==> src/rtl/core_pkg.sv <==
// Shared state encodings, opcode constants and decode helpers for the core sequencer.
// The TRAP state exists only when ILLEGAL_TRAP_EN is defined.
package core_pkg;

`ifdef ILLEGAL_TRAP_EN
    typedef enum logic [2:0] {
        FETCH     = 3'd0,
        DECODE    = 3'd1,
        EXECUTE   = 3'd2,
        MEM       = 3'd3,
        WRITEBACK = 3'd4,
        TRAP      = 3'd5
    } state_t;
`else
    typedef enum logic [2:0] {
        FETCH     = 3'd0,
        DECODE    = 3'd1,
        EXECUTE   = 3'd2,
        MEM       = 3'd3,
        WRITEBACK = 3'd4
    } state_t;
`endif

    localparam logic [6:0] OP_LOAD  = 7'b0000011;
    localparam logic [6:0] OP_STORE = 7'b0100011;
    localparam logic [6:0] OP_LUI   = 7'b0110111;
    localparam logic [6:0] OP_AUIPC = 7'b0010111;
    localparam logic [6:0] OP_JALR  = 7'b1100111;

    function automatic logic is_wb_op(input logic [6:0] op);
        return (op == OP_LUI) || (op == OP_AUIPC) || (op == OP_JALR);
    endfunction

    // Only recognised opcodes that produce a result may write the register file.
    function automatic logic writes_rd(input logic [6:0] op);
        return is_wb_op(op) || (op == OP_LOAD);
    endfunction

endpackage

==> src/rtl/retire_counter.sv <==
// Retired-instruction counter: synchronous clear, increment enable, silent wrap.
module retire_counter #(
    parameter int INSTRET_W = 32
) (
    input  logic                 clk,
    input  logic                 clr,
    input  logic                 inc_en,
    output logic [INSTRET_W-1:0] count
);
    logic [INSTRET_W-1:0] count_reg;

    always_ff @(posedge clk) begin
        if (clr) begin
            count_reg <= '0;
        end else if (inc_en) begin
            count_reg <= count_reg + INSTRET_W'(1);
        end
    end

    assign count = count_reg;

endmodule

==> src/rtl/core_sequencer.sv <==
// Multi-cycle instruction sequencer: FETCH/DECODE/EXECUTE/MEM/WRITEBACK control strobes.
// Define ILLEGAL_TRAP_EN to send illegal opcodes to a sticky TRAP state (adds trap_o).
module core_sequencer
    import core_pkg::*;
#(
    parameter logic [2:0] RESET_STATE = 3'd0,
    parameter int         INSTRET_W   = 32
) (
    input  logic                 clk_i,
    input  logic                 rst_i,
    input  logic [6:0]           opcode_i,
    output logic                 imem_req_o,
    input  logic                 imem_ack_i,
    output logic                 ir_load_o,
    output logic                 dmem_req_o,
    output logic                 dmem_we_o,
    input  logic                 dmem_ack_i,
    output logic                 reg_write_o,
    output logic                 pc_write_o,
`ifdef ILLEGAL_TRAP_EN
    output logic                 trap_o,
`endif
    output logic [2:0]           state_o,
    output logic [INSTRET_W-1:0] instret_o
);
    state_t state_reg;
    state_t state_next;
    logic   retire;

    always_ff @(posedge clk_i) begin
        if (rst_i) begin
            state_reg <= state_t'(RESET_STATE);
        end else begin
            state_reg <= state_next;
        end
    end

    // Strobes are suppressed while reset is asserted so an abandoned access never retires.
    always_comb begin
        state_next  = state_reg;
        imem_req_o  = 1'b0;
        ir_load_o   = 1'b0;
        dmem_req_o  = 1'b0;
        dmem_we_o   = 1'b0;
        reg_write_o = 1'b0;
        pc_write_o  = 1'b0;
        retire      = 1'b0;
        if (!rst_i) begin
            case (state_reg)
                FETCH: begin
                    imem_req_o = 1'b1;
                    if (imem_ack_i) begin
                        ir_load_o  = 1'b1;
                        state_next = DECODE;
                    end
                end
                DECODE: begin
                    state_next = EXECUTE;
                end
                EXECUTE: begin
                    if ((opcode_i == OP_LOAD) || (opcode_i == OP_STORE)) begin
                        state_next = MEM;
                    end else if (is_wb_op(opcode_i)) begin
                        state_next = WRITEBACK;
                    end else begin
`ifdef ILLEGAL_TRAP_EN
                        state_next = TRAP;
`else
                        state_next = WRITEBACK;
`endif
                    end
                end
                MEM: begin
                    dmem_req_o = 1'b1;
                    dmem_we_o  = (opcode_i == OP_STORE);
                    if (dmem_ack_i) begin
                        if (opcode_i == OP_STORE) begin
                            pc_write_o = 1'b1;
                            retire     = 1'b1;
                            state_next = FETCH;
                        end else begin
                            state_next = WRITEBACK;
                        end
                    end
                end
                WRITEBACK: begin
                    reg_write_o = writes_rd(opcode_i);
                    pc_write_o  = 1'b1;
                    retire      = 1'b1;
                    state_next  = FETCH;
                end
`ifdef ILLEGAL_TRAP_EN
                TRAP: begin
                    state_next = TRAP;
                end
`endif
                default: begin
                    state_next = state_t'(RESET_STATE);
                end
            endcase
        end
    end

    retire_counter #(
        .INSTRET_W(INSTRET_W)
    ) u_retire_counter (
        .clk    (clk_i),
        .clr    (rst_i),
        .inc_en (retire),
        .count  (instret_o)
    );

    assign state_o = state_reg;
`ifdef ILLEGAL_TRAP_EN
    assign trap_o  = (state_reg == TRAP);
`endif

endmodule

==> config.mk <==
export PLATFORM = sky130hd
export DESIGN_NAME = core_sequencer
export DESIGN_NICKNAME = d
export VERILOG_FILES = /design/src/rtl/core_pkg.sv /design/src/rtl/retire_counter.sv /design/src/rtl/core_sequencer.sv
export SDC_FILE = /design/constraint.sdc
export NUM_CORES = 1
export LEC_CHECK = 0
export ABC_AREA = 1
export CAP_MARGIN = 20
export CORE_MARGIN = 2
export CORE_UTILIZATION = 31
export CTS_CLUSTER_DIAMETER = 50
export DETAILED_ROUTE_END_ITERATION = 8
export GPL_TIMING_DRIVEN = 0
export MAX_ROUTING_LAYER = met4
export PLACE_DENSITY = 0.66
export SYNTH_ARGS = -nofsm -noshare
export SYNTH_HDL_FRONTEND = slang
export SYNTH_HIERARCHICAL = 1
export SYNTH_SLANG_ARGS = --single-unit
==> constraint.sdc <==
create_clock -name clk_i -period 3.52 [get_ports clk_i]
set_clock_uncertainty 0.2 [all_clocks]
set_input_delay 0.528 -clock clk_i [delete_from_list [all_inputs] [get_ports clk_i]]
set_output_delay 0.528 -clock clk_i [all_outputs]
set_load 0.02 [all_outputs]
Yosys cells after proc, flatten, opt, wreduce, memory -nomap -nowiden

Index checks and enable logic that the tools add are counted.
W data, S select, Z words.

Register bits after elaboration: 35
Output and inout bits: 41
Word-level logic and storage cells: 40

Add/subtract/negate cells: 1
Equal/unequal tests: 11
Muxes and demuxes: 20
Reduce and logical (&&, ||, !) cells: 6

Operator list:

| kind                    | count |
|---|---|
| $add A32 B1 Y32 const B | 1 |
| $eq A7 B6 Y1 const B    | 2 |
| $mux W1                 | 14 |
| $mux W3                 | 4 |
| $pmux W3 S4             | 1 |
| $eq A7 B2 Y1 const B    | 1 |
| $eq A7 B5 Y1 const B    | 1 |
| $eq A7 B7 Y1 const B    | 1 |
| $eq A3 B2 Y1 const B    | 2 |
| $logic_or A1 B1 Y1      | 4 |
| $ne A2 B2 Y1 const B    | 2 |
| $eq A3 B1 Y1 const B    | 1 |
| $eq A3 B3 Y1 const B    | 1 |
| $logic_not A3 Y1        | 1 |
| $pmux W1 S2             | 1 |
| $reduce_and A2 Y1       | 1 |

Logic depth before layout (Yosys ltp)

Word-level depth: 6
Gate-level depth with buffers: 14
Mapped depth without buffers: 13

By module

Netlist, hierarchy kept.

Modules (own cells, without submodules):

| module         | times used | cells an instance | area an instance (sq um) | seq. area each (sq um) |
|---|---|---|---|---|
| retire_counter | 1          | 263               | 1793.0                   | 640.6 |
| core_sequencer | 1          | 48                | 297.8                    | 60.1 |

Least setup slack after synthesis

Ideal clock, no wire load.

Kind: reg-to-reg
Start: register state_reg[0] (netlist: state_o[0])
End: register u_retire_counter.count_reg[24] (netlist: u_retire_counter/count[24])
Library setup time: 0.115 ns
Arrival time: 2.119 ns
Required time: 3.205 ns
Setup slack: 1.086 ns
Stages on the path, launching flop included: 13
Path buffers: 1
Period minus slack after synthesis: 2.434 ns
Path through: dfxtp_1 nand3_1 nor2_2 nand4_2 o21ai_2 buf_6 nand2_2 nor2_4 nand3_4 nor2_2 nand3_1 nand2_1 nor2_1

Cells in the longest elaborated chain, start to end: 3
Elaborated cells between the ends (all ways): 4
Classes of those cells: eq/ne (2); mux (2)

Ends and longest elaborated chain:

| item                                         | line                 | RTL |
|---|---|---|
| from (decl)                                  | core_sequencer.sv:26 | `state_t state_reg;` |
| from (signal assigned)                       | core_sequencer.sv:32 | `state_reg <= state_t'(RESET_STATE);` |
| from (signal assigned)                       | core_sequencer.sv:34 | `state_reg <= state_next;` |
| $eq A3 B3 Y1 or $eq A3 B2 Y1 (tied branches) | n/a                  |  |
| $pmux W1 S2 *                                | n/a                  |  |
| $mux W1 *                                    | n/a                  |  |
| net pc_write_o                               | core_sequencer.sv:19 | `output logic pc_write_o,` |
| to (signal assigned)                         | retire_counter.sv:16 | `count_reg <= count_reg + INSTRET_W'(1);` |
| to (decl)                                    | retire_counter.sv:10 | `logic [INSTRET_W-1:0] count_reg;` |

Mark *: on every way through the listed nets, which the timed path passes. The rest lies on a longest branch.
A chain may end at the register's enable or synchronous reset.

Worst setup path after layout

Start: input port opcode_i[0]
End: output port pc_write_o

Cells in the longest elaborated chain, start to end: 5

Ends and longest elaborated chain:

| item         | line                 | RTL |
|---|---|---|
| from (decl)  | core_sequencer.sv:11 | `input logic [6:0] opcode_i,` |
| $eq A7 B6 Y1 | core_sequencer.sv:77 | `if (opcode_i == OP_STORE) begin` |
| $mux W1      | core_sequencer.sv:77 |  |
| $mux W1      | core_sequencer.sv:76 | `if (dmem_ack_i) begin` |
| $pmux W1 S2  | core_sequencer.sv:49 | `case (state_reg)` |
| $mux W1      | core_sequencer.sv:48 | `if (!rst_i) begin` |
| to (decl)    | core_sequencer.sv:19 |  |

Every way passes these cells.

==> flow_metrics.tcl <==
set metrics [dict create \
    period_minus_slack_ns 2.905 \
    place.gp.congestion 0.8958 \
    pwr-share-seq_pct 53.0 \
    ant_nets 0 \
    grt_pass1_wl_um 8880 \
    stdcell_count 445 \
    postCtsSetupBuffers 0 \
    post_dp_cell_area_um2 2698 \
    ys_seq_area_share_pct 33.51 \
    layout.nets 381 \
    vias 2122 \
    cp-start-kind "input pin" \
    intPower_w 0.0005720 \
    setup_viol 0 \
    final_common_cell "nand2_1" \
    hold_end "u_retire_counter/count[10]" \
    largest_reg_flops 32 \
    gr-total-overflow 0 \
    initial_utilization_pct 32.55 \
    cts_sinks 35 \
    cts_buffers 5 \
    final_area_um2 2770 \
    synth_top_family_by_area "simple AND/OR/NAND/NOR gates" \
    core_area_um2 6422 \
    fillerInstances 664 \
    synth_xor_area_share_pct 1.257 \
    dieArea_um2 7418 \
    cts_tree "yes" \
    final_hold_viol_count 0 \
    cp_max_fo 4 \
    switching_share_pct 25.79 \
    ff2ff_setup_slack_ns 1.28 \
    syn_nets 323 \
    power_w 0.0007708 \
    mostFrequentLayoutCells "62 x nand2_1, 51 x clkdlybuf4s50_1, 45 x nor2_1" \
    ir_drop_mv 0.1292 \
    hp-start "u_retire_counter/count[10]" \
    hold_buffers 0 \
    grt.total_usage_pct 15.39 \
    diodes 0 \
    yosysWarnings 6 \
    wl_um 5244 \
    clkLatencyLatePin_ns 0.29 \
    rsz0062_at_grt "false" \
    io_buffer_count 51 \
    ys_types 28 \
    p_clk_share_pct 35.4 \
    path_class "input pin to output port" \
    final.setup.worst_slack_ns 0.6154 \
    syn_inst 311 \
    maxSlewViolCount 0 \
    cts.clk_slew.worst_paths_ns 0.07 \
    row_count 29 \
    grt_pass1_vias 2012 \
    drtIter0Drc 102 \
    firstDrtPassIters 4 \
    cap_violations 0 \
    pwr-share-comb_pct 11.6 \
    yosys_register_bits 35 \
    antenna_found_initial 0 \
    cts_root_buf "clkbuf_8" \
    wl_per_cell_um 11.78 \
    hp-class "register to register" \
    yosys.area_share.simple_pct 46.62 \
    p_per_area_nw_per_um2 278.2 \
    synth_compound_area_share_pct 8.977 \
    p_leak_nw 1.100 \
    reg2reg_to "u_retire_counter/count[24]" \
    syn-mean-instance-area_um2 6.723 \
    drcViolationCount 0 \
    synthMuxAreaShare_pct 0 \
    relSlewSlack_pct 66.36 \
    cp-startpoint "opcode_i[0]" \
    p_sw_w 0.0001988 \
    h-tree-depth 2 \
    status "completed" \
    min_path_cells 1 \
    die_x_um 86.13 \
    cp.required_ns 2.79 \
    place_ws_ns 0.6041 \
    worst-slew-pin-transition_ns 0.5046 \
    cp-end-kind "output port" \
    die_y_um 86.13 \
    vias_per_cell 4.769 \
    fmax_ghz 0.3443 \
    fin_crit_sh_pct 82.52 \
    synthAdderAreaFrac_pct 0.5984 \
    place_inst 439 \
    num_io_pins 52 \
    cp.arrival_ns 2.18 \
    place_hpwl_um 4066 \
    syn_area_um2 2091 \
    clock_path_buffers 2 \
    cts_resized 0 \
    finalSetupTns_ns 0 \
    reg2reg_depth 12 \
    drive_gt1_share_pct 14.40 \
    grt_max_degree 11 \
    area_growth_pct 32.50 \
    r2r_start "state_o[1]" \
]
[layer usage]
layer | GRT usage [%] | vias to the layer above | share of wire, %
met2 | 25.37 | 53 | 47
met3 | 3.369 | 8 | 4.5
li1 | - | 1116 | -
met5 | - | - | 0
met4 | 6.782 | 0 | 2.0
met1 | 17.92 | 945 | 47
[worst max-delay path: stages]
cell             delay [ns]
clkdlybuf4s50_1        0.47
nand2_2                0.09
nor2_8                 0.14
nand4_2                0.13
o21ai_2                0.19
clkdlybuf4s50_1        0.63
[worst max-delay path by stage]
stage          slack, ns                          to
2_1_floorplan       1.09  u_retire_counter/count[24]
3_3_place_gp        0.62                  pc_write_o
3_5_place_dp        0.60                  pc_write_o
4_1_cts             0.59                  pc_write_o
5_1_grt             0.52                  pc_write_o
6_report            0.62                  pc_write_o
[synthesized netlist by cell type (all sizes together)]
library cell | count | area [µm²]
nand3b | 1 | 7.510
inv | 43 | 163.9
a21oi | 23 | 115.1
nand2 | 75 | 314.1
dfxtp | 35 | 700.7
o21ai | 9 | 48.80
nand3 | 32 | 177.7
and3 | 1 | 6.260
a31o | 1 | 8.760
nor3 | 3 | 15.01
nand4 | 10 | 68.81
buf | 4 | 25.02
nor2 | 68 | 385.4
ha | 1 | 12.51
xnor2 | 3 | 26.28
o21a | 2 | 15.01
[layout make-up]
| type | count | area (µm²) | share of cell area [%] |
|---|---|---|---|
| plain buffers | 4 | 25.02 | 0.9033 |
| multi-input cells | 229 | 1201 | 43.36 |
| flip-flops and latches | 35 | 700.7 | 25.29 |
| inverters | 43 | 163.9 | 5.917 |
| repair buffers | 51 | 510.5 | 18.43 |
| well taps | 77 | 96.34 | 3.478 |
| clock buffers | 6 | 72.57 | 2.620 |
[metrics by stage]
| stage | util, % | hold slack [ns] |
|---|---|---|
| 3_3_place_gp | 42.00 | 0.2902 |
| 3_5_place_dp | 42.00 | 0.2944 |
| 4_1_cts | 43.13 | 0.3100 |
| 2_1_floorplan | - | 0.3574 |
| 5_1_grt | 43.13 | 0.3471 |
| 6_report | 43.13 | 0.3100 |
[power groups by stage]
stage / clock (W) / combinational, W / sequential [W]
after floorplan: 0 / 0.0000447 / 0.000421
final: 0.000273 / 0.0000895 / 0.000408
after detailed placement: 0 / 0.0000892 / 0.000417
after CTS: 0.000282 / 0.0000897 / 0.000408
after global routing: 0.000294 / 0.0000980 / 0.000409
after global placement: 0 / 0.0000870 / 0.000417
[cells by family (layout without fill, tap and decap cells)]
family | Yosys count | count (layout)
xor gates and xnor gates | 3 | 3
DFF | 35 | 35
adders and majority gates | 1 | 1
buffers and inverters | 47 | 104
AOI/OAI and AO/OA | 35 | 35
and+or+nand+nor | 190 | 190
Note: power is estimated with default switching activity, not from simulation.
